## src/rtl/axa_pkg.sv

```systemverilog
// Shared definitions for the undo stack: default geometry, FSM encoding and
// the pointer/count width helper.
package axa_pkg;

  localparam int AXA_DEF_WIDTH = 16;
  localparam int AXA_DEF_DEPTH = 16;

  typedef enum logic [1:0] {
    ST_EMPTY   = 2'd0,
    ST_PARTIAL = 2'd1,
    ST_FULL    = 2'd2,
    ST_ERR     = 2'd3
  } axa_state_e;

  // Pointer width for a power-of-two depth; count is one bit wider.
  function automatic int axa_aw(input int depth);
    return $clog2(depth);
  endfunction

endpackage

```

## src/rtl/axa_ustack_ram.sv

```systemverilog
// Entry storage for the undo stack: DEPTH x WIDTH, one synchronous write port
// and one combinational read port. Contents are deliberately not reset.
module axa_ustack_ram
  import axa_pkg::*;
#(
  parameter int WIDTH = AXA_DEF_WIDTH,
  parameter int DEPTH = AXA_DEF_DEPTH
) (
  input  logic                      clk,
  input  logic                      we,
  input  logic [axa_aw(DEPTH)-1:0]  waddr,
  input  logic [WIDTH-1:0]          wdata,
  input  logic [axa_aw(DEPTH)-1:0]  raddr,
  output logic [WIDTH-1:0]          rdata
);

  logic [WIDTH-1:0] mem_r [DEPTH];

  // Synchronous write port.
  always_ff @(posedge clk) begin
    if (we) begin
      mem_r[waddr] <= wdata;
    end
  end

  assign rdata = mem_r[raddr];

endmodule

```

## src/rtl/axa_undo_stack.sv

```systemverilog
// LIFO undo stack with sticky overflow/underflow flags and a status FSM.
// Build option AXA_USTACK_OVF_TRAP_EN: a push into a full stack is rejected and
// traps in ERR until flush; otherwise it overwrites the oldest entry.
module axa_undo_stack
  import axa_pkg::*;
#(
  parameter int WIDTH = AXA_DEF_WIDTH,
  parameter int DEPTH = AXA_DEF_DEPTH
) (
  input  logic                    clk,
  input  logic                    reset,
  input  logic                    push_en,
  input  logic [WIDTH-1:0]        push_data,
  input  logic                    pop_en,
  input  logic                    flush,
  output logic                    push_ready,
  output logic                    pop_valid,
  output logic [WIDTH-1:0]        pop_data,
  output logic [axa_aw(DEPTH):0]  count,
  output logic                    empty,
  output logic                    full,
  output logic                    ovf,
  output logic                    unf,
  output logic [1:0]              state
);

  localparam int         AW       = axa_aw(DEPTH);
  localparam logic [AW:0] CNT_FULL = (AW+1)'(DEPTH);

  logic [AW-1:0]  sp_r, sp_s;
  logic [AW:0]    count_r, count_s;
  logic           pop_valid_r, pop_valid_s;
  logic [WIDTH-1:0] pop_data_r, pop_data_s;
  logic           ovf_r, ovf_s;
  logic           unf_r, unf_s;
  logic           empty_r, empty_s;
  logic           full_r, full_s;
  logic           err_s;
  axa_state_e     state_r, state_s;

  logic           we_s;
  logic [AW-1:0]  waddr_s;
  logic [AW-1:0]  top_addr_s;
  logic [WIDTH-1:0] rdata_s;

  assign top_addr_s = sp_r - 1'b1;

  axa_ustack_ram #(
    .WIDTH (WIDTH),
    .DEPTH (DEPTH)
  ) u_ram (
    .clk   (clk),
    .we    (we_s),
    .waddr (waddr_s),
    .wdata (push_data),
    .raddr (top_addr_s),
    .rdata (rdata_s)
  );

  // Next-state, memory write control and status derivation.
  always_comb begin
    sp_s        = sp_r;
    count_s     = count_r;
    pop_valid_s = 1'b0;
    pop_data_s  = pop_data_r;
    ovf_s       = ovf_r;
    unf_s       = unf_r;
    err_s       = (state_r == ST_ERR);
    we_s        = 1'b0;
    waddr_s     = sp_r;

    if (flush) begin
      sp_s    = '0;
      count_s = '0;
      ovf_s   = 1'b0;
      unf_s   = 1'b0;
      err_s   = 1'b0;
    end else if (err_s) begin
      // Trapped: everything but flush is ignored.
      we_s = 1'b0;
    end else begin
      case ({push_en, pop_en})
        2'b10: begin
          if (!full_r) begin
            we_s    = 1'b1;
            sp_s    = sp_r + 1'b1;
            count_s = count_r + 1'b1;
          end else begin
            ovf_s = 1'b1;
`ifdef AXA_USTACK_OVF_TRAP_EN
            err_s = 1'b1;
`else
            // sp already addresses the oldest entry when full.
            we_s  = 1'b1;
            sp_s  = sp_r + 1'b1;
`endif
          end
        end
        2'b01: begin
          if (!empty_r) begin
            pop_data_s  = rdata_s;
            pop_valid_s = 1'b1;
            sp_s        = top_addr_s;
            count_s     = count_r - 1'b1;
          end else begin
            unf_s = 1'b1;
          end
        end
        2'b11: begin
          pop_valid_s = 1'b1;
          if (!empty_r) begin
            pop_data_s = rdata_s;
            we_s       = 1'b1;
            waddr_s    = top_addr_s;
          end else begin
            pop_data_s = push_data;
          end
        end
        default: begin
          we_s = 1'b0;
        end
      endcase
    end

    empty_s = (count_s == '0);
    full_s  = (count_s == CNT_FULL);
    if (err_s) begin
      state_s = ST_ERR;
    end else if (empty_s) begin
      state_s = ST_EMPTY;
    end else if (full_s) begin
      state_s = ST_FULL;
    end else begin
      state_s = ST_PARTIAL;
    end
  end

  // State and output registers.
  always_ff @(posedge clk or negedge reset) begin
    if (!reset) begin
      sp_r        <= '0;
      count_r     <= '0;
      pop_valid_r <= 1'b0;
      pop_data_r  <= '0;
      ovf_r       <= 1'b0;
      unf_r       <= 1'b0;
      empty_r     <= 1'b1;
      full_r      <= 1'b0;
      state_r     <= ST_EMPTY;
    end else begin
      sp_r        <= sp_s;
      count_r     <= count_s;
      pop_valid_r <= pop_valid_s;
      pop_data_r  <= pop_data_s;
      ovf_r       <= ovf_s;
      unf_r       <= unf_s;
      empty_r     <= empty_s;
      full_r      <= full_s;
      state_r     <= state_s;
    end
  end

`ifdef AXA_USTACK_OVF_TRAP_EN
  assign push_ready = (state_r != ST_ERR) && (!full_r || pop_en);
`else
  assign push_ready = 1'b1;
`endif

  assign pop_valid = pop_valid_r;
  assign pop_data  = pop_data_r;
  assign count     = count_r;
  assign empty     = empty_r;
  assign full      = full_r;
  assign ovf       = ovf_r;
  assign unf       = unf_r;
  assign state     = state_r;

endmodule

```

## config.mk

```make
export PLATFORM = sky130hd
export DESIGN_NAME = axa_undo_stack
export DESIGN_NICKNAME = d
export VERILOG_FILES = /design/src/rtl/axa_pkg.sv /design/src/rtl/axa_ustack_ram.sv /design/src/rtl/axa_undo_stack.sv
export SDC_FILE = /design/constraint.sdc
export NUM_CORES = 1
export LEC_CHECK = 0
export CORE_AREA = 8 8 179 181
export CTS_BUF_LIST = sky130_fd_sc_hd__clkbuf_8
export DETAILED_ROUTE_END_ITERATION = 10
export DIE_AREA = 0 0 187 189
export PLACE_DENSITY = 0.63
export SETUP_SLACK_MARGIN = 0.05
export SLEW_MARGIN = 20
export SYNTH_ARGS = -nofsm -noshare
export SYNTH_HDL_FRONTEND = slang
export SYNTH_HIERARCHICAL = 1
export SYNTH_SLANG_ARGS = --single-unit
```

## constraint.sdc

```tcl
create_clock -name clk -period 4.35 [get_ports clk]
set_clock_uncertainty 0.15 [all_clocks]
set_input_delay 0.6525 -clock clk [delete_from_list [all_inputs] [get_ports clk]]
set_output_delay 0.6525 -clock clk [all_outputs]
set_load 0.005 [all_outputs]
```

==> results of run 1 <==
-- path summary, 6_finish.rpt --
| path | depth (start not counted) | from | endpoint | slack (ns) |
|---|---|---|---|---|
| min in group clk | 2 | pop_data[15]$_DFFE_PN0P_ | pop_data[15]$_DFFE_PN0P_ | 0.34 |
| hold reg to reg | 2 | pop_data[15]$_DFFE_PN0P_ | pop_data[15]$_DFFE_PN0P_ | 0.34 |
| setup / recovery | 7 | push_en | u_ram/mem_r[5][7]$_DFFE_PP_ | 0.83 |
| hold / removal | 1 | reset | count[2]$_DFF_PN0_ | 0.09 |
| setup reg to reg | 6 | state[0]$_DFF_PN0_ | u_ram/mem_r[5][7]$_DFFE_PP_ | 1.01 |
| max in group asynchronous | 1 | reset | pop_data[15]$_DFFE_PN0P_ | 3.40 |
-- cell type report --
class | count | area share
clock inverter | 34 | 0.0132
inverter | 8 | 0.00238
timing repair buffer | 79 | 0.0556
tap | 390 | 0.0358
sequential | 288 | 0.622
clock buffer | 48 | 0.0484
multi-input combinational | 288 | 0.223
-- power by group --
part | internal [uW] | switching, uW | leakage (uW) | total [uW]
combinational | 600 | 697 | 0.00156 | 1300
clock | 1080 | 993 | 0.000506 | 2080
sequential | 3120 | 71.1 | 0.00272 | 3190
total | 4810 | 1760 | 0.00478 | 6570
-- routing by layer --
metal | wire length [microns] | share of wire
met2 | 13500 | 0.53
met1 | 10300 | 0.40
met5 | 0 | 0
met3 | 1480 | 0.058
met4 | 466 | 0.018
-- stage by stage --
stage	cell area [sq um]	util	std cells	power (uW)
after floorplan	11700	-	617	4030
after global placement	12800	0.438	1053	4550
after detailed placement	12800	0.438	1053	4570
after CTS	13600	0.467	1135	6660
after global routing	13600	0.467	1135	6870
final	13600	0.467	1135	6570
-- logic make-up (layout without fill, tap and decap cells) --
group | count (synthesis) | in the layout
XOR/XNOR | 7 | 7
other | 1 | 1
flip-flops | 288 | 288
multiplexers | 82 | 82
adder cells (fa/ha/maj) | 7 | 7
AO/OA/AOI/OAI | 80 | 80
AND/OR/NAND/NOR | 111 | 111
buffers and inverters | 41 | 169
-- placed cells by master, fill, tap and decap left out, drive strengths merged, types with 5 or more instances in the layout --
master and count:
clkinv 11, inv 29, mux2i 17, o21ai 21, nor2 26, a21oi 9, ha 7, nor3 9
dfrtp 31, nand2 42, mux4 64, edfxtp 256, clkbuf 48, clkdlybuf4s50 47, xnor2 5, a22oi 33
buf 32
-- flip-flops by register name, summed over array words and instances (netlist names) --
signal	flops
ovf	1
full	1
count	5
sp_r	4
empty	1
state	2
unf	1
pop_valid	1
u_ram/mem_r	256
pop_data	16
==> flow_summary.json, run 1 <==
{
  "ctsResizeCount": 0,
  "cts_hold_buf": 0,
  "gp_congestion": 0.807,
  "synth_top_family_by_area": "multiplexers",
  "fill_cells": 2493,
  "fmax_mhz": 284,
  "grt_first_pass_wirelength_microns": 39700,
  "synth_ff_type": "edfxtp_1",
  "irDropWorstVdd_uv": 239,
  "setup_tns_ns": 0,
  "clkTransAtPathRegs_ns": 0.06,
  "finalSetupViolations": 0,
  "hold_viol": 0,
  "synth_enable_flop_cells": 256,
  "crit_chain": "clkdlybuf4s50_1 > ha_1 > nor4b_4 > nand2_1 > xnor2_1 > nand3b_1 > nor2_2",
  "grt-busiest-layer": "met2",
  "drive_above_1_share": 0.239,
  "cts_tree": "done",
  "cts_sinks": 288,
  "grt_max_degree": 39,
  "maxSlewViolCount": 0,
  "cp.arrival_ns": 3.53,
  "place_hpwl_microns": 16400,
  "grt_pass1_vias": 6763,
  "status": "finished clean",
  "cts-root-buf": "clkbuf_8",
  "gr-usage-met2": 0.264,
  "synth-xor-area-share": 0.00523,
  "met1_usage": 0.170,
  "die_w_microns": 187,
  "fp.dieArea_sq_um": 35300,
  "syn_inst": 617,
  "end_kind": "flop",
  "diodes": 0,
  "vias": 6107,
  "slowest_delay_ns": 0.94,
  "crit_family": "simple AND/OR/NAND/NOR gates",
  "synthTopCellsByCount": "edfxtp_1, mux4_2, nand2_1, a22oi_1, dfrtp_1",
  "vias_per_cell": 5.38,
  "synth_top_cell_area_share": 0.656,
  "multi_input_area_sq_um": 3040,
  "fin_crit_sh": 0.810,
  "insertion_delay_ns": 0.54,
  "yosysMostFrequentCell": "edfxtp_1",
  "cpMaxStageDelayCell": "nor2_2",
  "leakagePower_uw": 0.00478,
  "grt_antenna_before_repair": 0,
  "drv_cap": 0,
  "crit_type": "in2reg",
  "yosysTopAreaCell": "edfxtp_1",
  "cts_made_buffers": 45,
  "place_ws_ns": 0.337,
  "max_slew_margin": 0.251,
  "syn_area_sq_um": 11700,
  "start_util": 0.401,
  "area_growth_pct": 16.4,
  "synthMuxAreaShare": 0.142,
  "track_usage": 0.145,
  "fp.dieH_microns": 189,
  "core_sq_um": 29200,
  "drtIter0Drc": 305,
  "numPortBuffers": 48,
  "cts_max_level": 2,
  "power_density_nw_per_um2": 481,
  "rsz0062_at_grt": "no",
  "synth-adder-area-share": 0.00747,
  "drt_first_pass_iters": 4,
  "fin_ws_ns": 0.829,
  "num_rows": 63,
  "ant_nets": 0,
  "synthArstFlopShare": 0.111,
  "synth_seq_area_share": 0.724,
  "avgSynthCellArea_sq_um": 19.0,
  "synth_fp_nets": 645,
  "cts_setup_buffers": 0,
  "synth_compound_area_frac": 0.0475,
  "critPathLaunchType": "primary input",
  "fin_crit_ns": 3.52,
  "synth_area_leaders": "edfxtp_1, mux4_2, dfrtp_1, mux4_1, a22oi_1",
  "worst_slew_pin_slew_ns": 1.12,
  "crit_buf_inv": 1,
  "wire_per_inst_microns": 22.7,
  "cp_max_fo": 16,
  "synth-simple-area-share": 0.0524,
  "cts_buffer_depth": 3,
  "synth.distinct_cells": 59,
  "ios": 50,
  "nets": 738,
  "overflow": 0,
  "whs_ns": 0.0914,
  "yosys_warnings": 6,
  "drc": 0,
  "wl_microns": 25700,
  "ys_ff_latch": 288,
  "worstPathRequired_ns": 4.35,
  "seq_area_sq_um": 8490,
  "hold_path_class": "in2async",
  "met3_usage": 0.0322
}
No activity file was read; power rests on OpenSTA's default activity.
==> inputs of run 2 (changes only) <==
- clock period: 4.35 -> 3.6 ns (I/O delays scaled with it)
==> flow_summary.json, run 2 (synthesis gave the netlist of run 1 again) <==
{
  "cp_max_fo": 10,
  "grt_max_degree": 67,
  "overflow": 0,
  "start_util": 0.401,
  "post-route-util": 0.475,
  "layout_common_cells": "edfxtp_1, clkbuf_8, mux4_2",
  "finalSetupViolations": 0,
  "crit_type": "in2reg",
  "numPortBuffers": 48,
  "crit_family": "simple AND/OR/NAND/NOR gates",
  "drc": 0,
  "critPathLaunchType": "primary input",
  "r2r_setup_slack_ns": 0.61,
  "end_kind": "flop",
  "vias_per_cell": 5.39,
  "gp_congestion": 0.793,
  "num_rows": 63,
  "cts_tree": "done",
  "seq_area_sq_um": 8490,
  "hold_path_class": "reg2reg",
  "ios": 50,
  "clkTransAtPathRegs_ns": 0.05,
  "hold_viol": 0,
  "whs_ns": 0.330,
  "fin_crit_ns": 3.00,
  "wire_per_inst_microns": 22.7,
  "cpMaxStageDelayCell": "clkdlybuf4s50_1",
  "dpl_cell_area_sq_um": 12900,
  "fmax_mhz": 333,
  "die_w_microns": 187,
  "rsz0062_at_grt": "no",
  "power_density_nw_per_um2": 595,
  "fill_cells": 2435,
  "core_sq_um": 29200,
  "max_slew_margin": 0.413,
  "status": "finished clean",
  "fin_crit_sh": 0.834,
  "cts_sinks": 288,
  "placed_cells": 1060,
  "ctsResizeCount": 0,
  "finalNonFillerCells": 1149,
  "cts_made_buffers": 47,
  "crit_buf_inv": 2,
  "grt_pass1_vias": 6574,
  "cts-root-buf": "clkbuf_8",
  "insertion_delay_ns": 0.56,
  "fp.dieArea_sq_um": 35300,
  "largest_reg_flops": 256,
  "nets": 748,
  "leakagePower_uw": 0.00489,
  "irDropWorstVdd_uv": 343,
  "track_usage": 0.146,
  "grt_first_pass_wirelength_microns": 39500,
  "drt_first_pass_iters": 4,
  "cts_max_level": 2,
  "ant_nets": 0,
  "area_growth_pct": 18.5,
  "multi_input_area_sq_um": 3040,
  "vias": 6198,
  "cts_buffer_depth": 3,
  "setup_tns_ns": 0,
  "crit_chain": "clkdlybuf4s50_1 > ha_1 > nor4b_4 > nor2_1 > a21oi_1 > nand2_1 > nor2_2 > buf_4",
  "worstPathRequired_ns": 3.69,
  "maxSlewViolCount": 0,
  "drtIter0Drc": 429,
  "cp.arrival_ns": 3.09,
  "wl_microns": 26100,
  "worst_slew_pin_slew_ns": 0.880,
  "drv_cap": 0,
  "post-route-cell-area_sq_um": 13900,
  "drive_above_1_share": 0.260,
  "slowest_delay_ns": 0.51,
  "grt_antenna_before_repair": 0,
  "largest-register": "u_ram/mem_r",
  "layout_commonest_cell": "edfxtp_1",
  "diodes": 0,
  "fp.dieH_microns": 189,
  "place_hpwl_microns": 16700,
  "cts_setup_buffers": 0
}
-- run 2: cell types whose count changed in the layout (fill, tap and decap cells not counted), sizes merged --
cell	before	now
bufinv	1	2
inv	29	25
buf	32	39
dlygate4sd3	0	1
clkinv	11	14
clkbuf	48	54
-- run 2: what timing repair did --
| action | 4_1_cts | 5_1_grt |
|---|---|---|
| setup endpoints to repair | 0 | 0 |
| hold endpoints to repair | 31 | 0 |
| hold buffers | 1 | 0 |
-- run 2: worst paths after layout --
kind	startpoint	endpoint	cells past startpoint
min reg2reg	pop_data[8]$_DFFE_PN0P_	pop_data[8]$_DFFE_PN0P_	2
max reg2reg	sp_r[2]$_DFFE_PN0P_	pop_data[7]$_DFFE_PN0P_	8
min in group asynchronous	reset	pop_data[3]$_DFFE_PN0P_	2
max in group asynchronous	reset	pop_data[9]$_DFFE_PN0P_	2
max	push_en	u_ram/mem_r[15][15]$_DFFE_PP_	8
min	pop_data[8]$_DFFE_PN0P_	pop_data[8]$_DFFE_PN0P_	2
-- run 2: worst reg2reg max path: stages (launching register included) --
cell and delay (ns):
dfrtp_1 0.45, nor3_1 0.49, xor2_1 0.30, nor2b_1 0.64, buf_4 0.34, a22oi_1 0.16
nand2_1 0.09, mux2i_1 0.09, o21ai_0 0.20
-- run 2: report_power, final --
part           internal, uW  leakage (uW)  switching (uW)
clock network          1530      0.000552            1260
registers              3770       0.00272            81.6
logic                   755       0.00161             865
total                  6060       0.00489            2210
-- run 2: per-layer routing --
metal	track usage	vias up	wire [microns]
li1	-	2718	-
met1	0.182	3241	10900
met2	0.251	192	13200
met3	0.0278	47	1300
met4	0.0531	0	705
met5	0	-	0
-- run 2: cell type report --
class / count / area share
Timing Repair Buffer: 87 / 0.0636
Clock inverter: 34 / 0.0151
Clock buffer: 54 / 0.0535
Multi-Input combinational cell: 288 / 0.219
Tap cell: 390 / 0.0351
Sequential cell: 288 / 0.611
Inverter: 8 / 0.00234
-- run 2: through the flow --
step                      total power [uW]  setup WS [ns]
after floorplan                       4870         0.0511
final                                 8260          0.597
after detailed placement              5570          0.104
after global routing                  8620          0.469
after global placement                5540          0.137
after CTS                             8380          0.639
==> inputs of run 3 (changes only) <==
- PLACE_DENSITY: 0.63 -> 0.65
- clock period: 3.6 -> 2.5 ns (I/O delays scaled with it)
==> flow_summary.json, run 3 (synthesis gave the netlist of run 1 again) <==
{
  "slowest_delay_ns": 0.49,
  "fin_ws_ns": -0.00719,
  "ant_nets": 0,
  "r2r_start": "state[0]$_DFF_PN0_",
  "cts_sinks": 288,
  "fmax_mhz": 399,
  "vias": 6449,
  "rr_endpoint": "u_ram/mem_r[2][11]$_DFFE_PP_",
  "place_hpwl_microns": 17300,
  "crit_type": "reg2reg",
  "overflow": 0,
  "wl_microns": 26700,
  "violations": "setup timing",
  "setup_tns_ns": -0.0335,
  "power_density_nw_per_um2": 815,
  "max_slew_margin": 0.394,
  "cts_made_buffers": 45,
  "die_w_microns": 187,
  "whs_ns": 0.330,
  "largest-register": "u_ram/mem_r",
  "hp-start": "pop_data[1]$_DFFE_PN0P_",
  "diodes": 0,
  "largest_reg_flops": 256,
  "p_int_uw": 8830,
  "clkTransAtPathRegs_ns": 0.06,
  "drv_cap": 0,
  "startpoint": "state[0]$_DFF_PN0_",
  "grt_first_pass_wirelength_microns": 40100,
  "wire_per_inst_microns": 22.2,
  "layout_common_cells": "edfxtp_1, buf_4, mux4_2",
  "power.share.switching": 0.269,
  "core_sq_um": 29200,
  "fill_cells": 2315,
  "clock_power_share": 0.294,
  "fin_crit_ns": 2.51,
  "rr_worst_depth": 9,
  "vias_per_cell": 5.35,
  "worst_slew_pin_slew_ns": 0.909,
  "cts-root-buf": "clkbuf_8",
  "end_kind": "flop",
  "cts_max_level": 2,
  "cp_max_fo": 8,
  "rsz0062_at_grt": "yes",
  "hold_viol": 0,
  "r2r_setup_slack_ns": -0.007,
  "drive_above_1_share": 0.347,
  "insertion_delay_ns": 0.54,
  "irDropWorstVdd_uv": 587,
  "hold_path_class": "reg2reg",
  "track_usage": 0.147,
  "crit_family": "simple AND/OR/NAND/NOR gates",
  "cts_buffer_depth": 3,
  "comb_power_share": 0.247,
  "fp.dieArea_sq_um": 35300,
  "drc": 0,
  "cpMaxStageDelayCell": "or3b_4",
  "finalNonFillerCells": 1205,
  "leakagePower_uw": 0.00524,
  "grt_pass1_vias": 6876,
  "crit_buf_inv": 3,
  "area_growth_pct": 26.3,
  "p_sw_uw": 3250,
  "cts_tree": "done",
  "cp.arrival_ns": 2.61,
  "finalSetupViolations": 8,
  "maxSlewViolCount": 0,
  "crit_end": "u_ram/mem_r[2][11]$_DFFE_PP_",
  "drtIter0Drc": 463,
  "gp_congestion": 0.820,
  "critPathLaunchType": "flop",
  "numPortBuffers": 48,
  "grt_antenna_before_repair": 0,
  "total_power_uw": 12100,
  "crit_chain": "and2_4 > nor4b_4 > buf_6 > nand2_4 > xnor2_4 > or3b_4 > nor2_4 > buf_12 > buf_16",
  "cp.depth": 9,
  "grt_max_degree": 33,
  "placed_cells": 1112,
  "sequentialPowerShare": 0.459,
  "status": "complete, but fails checks",
  "num_rows": 63,
  "worstPathRequired_ns": 2.60,
  "layout_commonest_cell": "edfxtp_1",
  "drt_first_pass_iters": 5,
  "fp.dieH_microns": 189,
  "nets": 813,
  "start_util": 0.401,
  "fin_crit_sh": 1.00,
  "ios": 50
}
==> run 3: cell types whose count changed in the layout (fill, tap and decap cells not counted), sizes merged <==
cell / delta
clkinvlp: -1
clkinv: +5
inv: -8
bufinv: -1
buf: +63
clkbuf: -2
==> run 3: final cells by class <==
class | count | area (sq um) | area share
clock buffers | 48 | 661 | 0.0446
multi-input cells | 288 | 3250 | 0.219
clock inverters | 29 | 144 | 0.00972
well taps | 390 | 488 | 0.0330
inverters | 8 | 37.5 | 0.00254
repair buffers | 154 | 1740 | 0.117
flip-flops and latches | 288 | 8490 | 0.573
==> run 3: what timing repair did <==
action	in CTS	in global routing
pin swaps	2	3
setup endpoints to repair	271	271
endpoints found under the hold margin	31	0
resized for setup	26	41
hold buffers	1	0
buffers inserted	3	6
gates cloned	3	4
==> run 3: worst min-delay path by stage <==
stage | to | slack, ns | depth (start not counted)
after floorplan | count[0]$_DFF_PN0_ | -0.07 | 0
after global placement | pop_data[8]$_DFFE_PN0P_ | 0.32 | 2
after detailed placement | pop_data[1]$_DFFE_PN0P_ | 0.32 | 2
after CTS | pop_data[1]$_DFFE_PN0P_ | 0.33 | 2
after global routing | pop_data[0]$_DFFE_PN0P_ | 0.36 | 2
final | pop_data[1]$_DFFE_PN0P_ | 0.33 | 2
==> run 3: power by group through the flow <==
stage          Combinational, uW  Clock (uW)  Sequential (uW)
2_1_floorplan               1400           0             5630
3_3_place_gp                2580           0             5620
4_1_cts                     2720        3640             5540
3_5_place_dp                2610           0             5640
5_1_grt                     3200        3860             5560
6_report                    2990        3550             5540
==> run 3: per-stage QoR <==
stage	worst slack, ns	util	instance area, sq um
4_1_cts	-0.0358	0.497	14500
3_3_place_gp	-0.459	0.461	13500
2_1_floorplan	-0.378	-	11800
6_report	-0.00719	0.506	14800
5_1_grt	-0.0764	0.506	14800
3_5_place_dp	-0.627	0.461	13500
==> run 3: worst reg2reg max path: stages, from the launching register on <==
cell and delay, ns:
dfrtp_1 0.37, and2_4 0.18, nor4b_4 0.24, buf_6 0.18, nand2_4 0.08, xnor2_4 0.14, or3b_4 0.49, nor2_4 0.17
buf_12 0.12, buf_16 0.12
==> run 3: per-layer routing <==
metal  routed length [microns]  track usage  vias to the layer above
li1                          -            -                     2850
met1                     11400        0.192                     3361
met2                     13500        0.250                      204
met3                      1420       0.0300                       34
met4                       395       0.0391                        0
met5                         0            0                        -
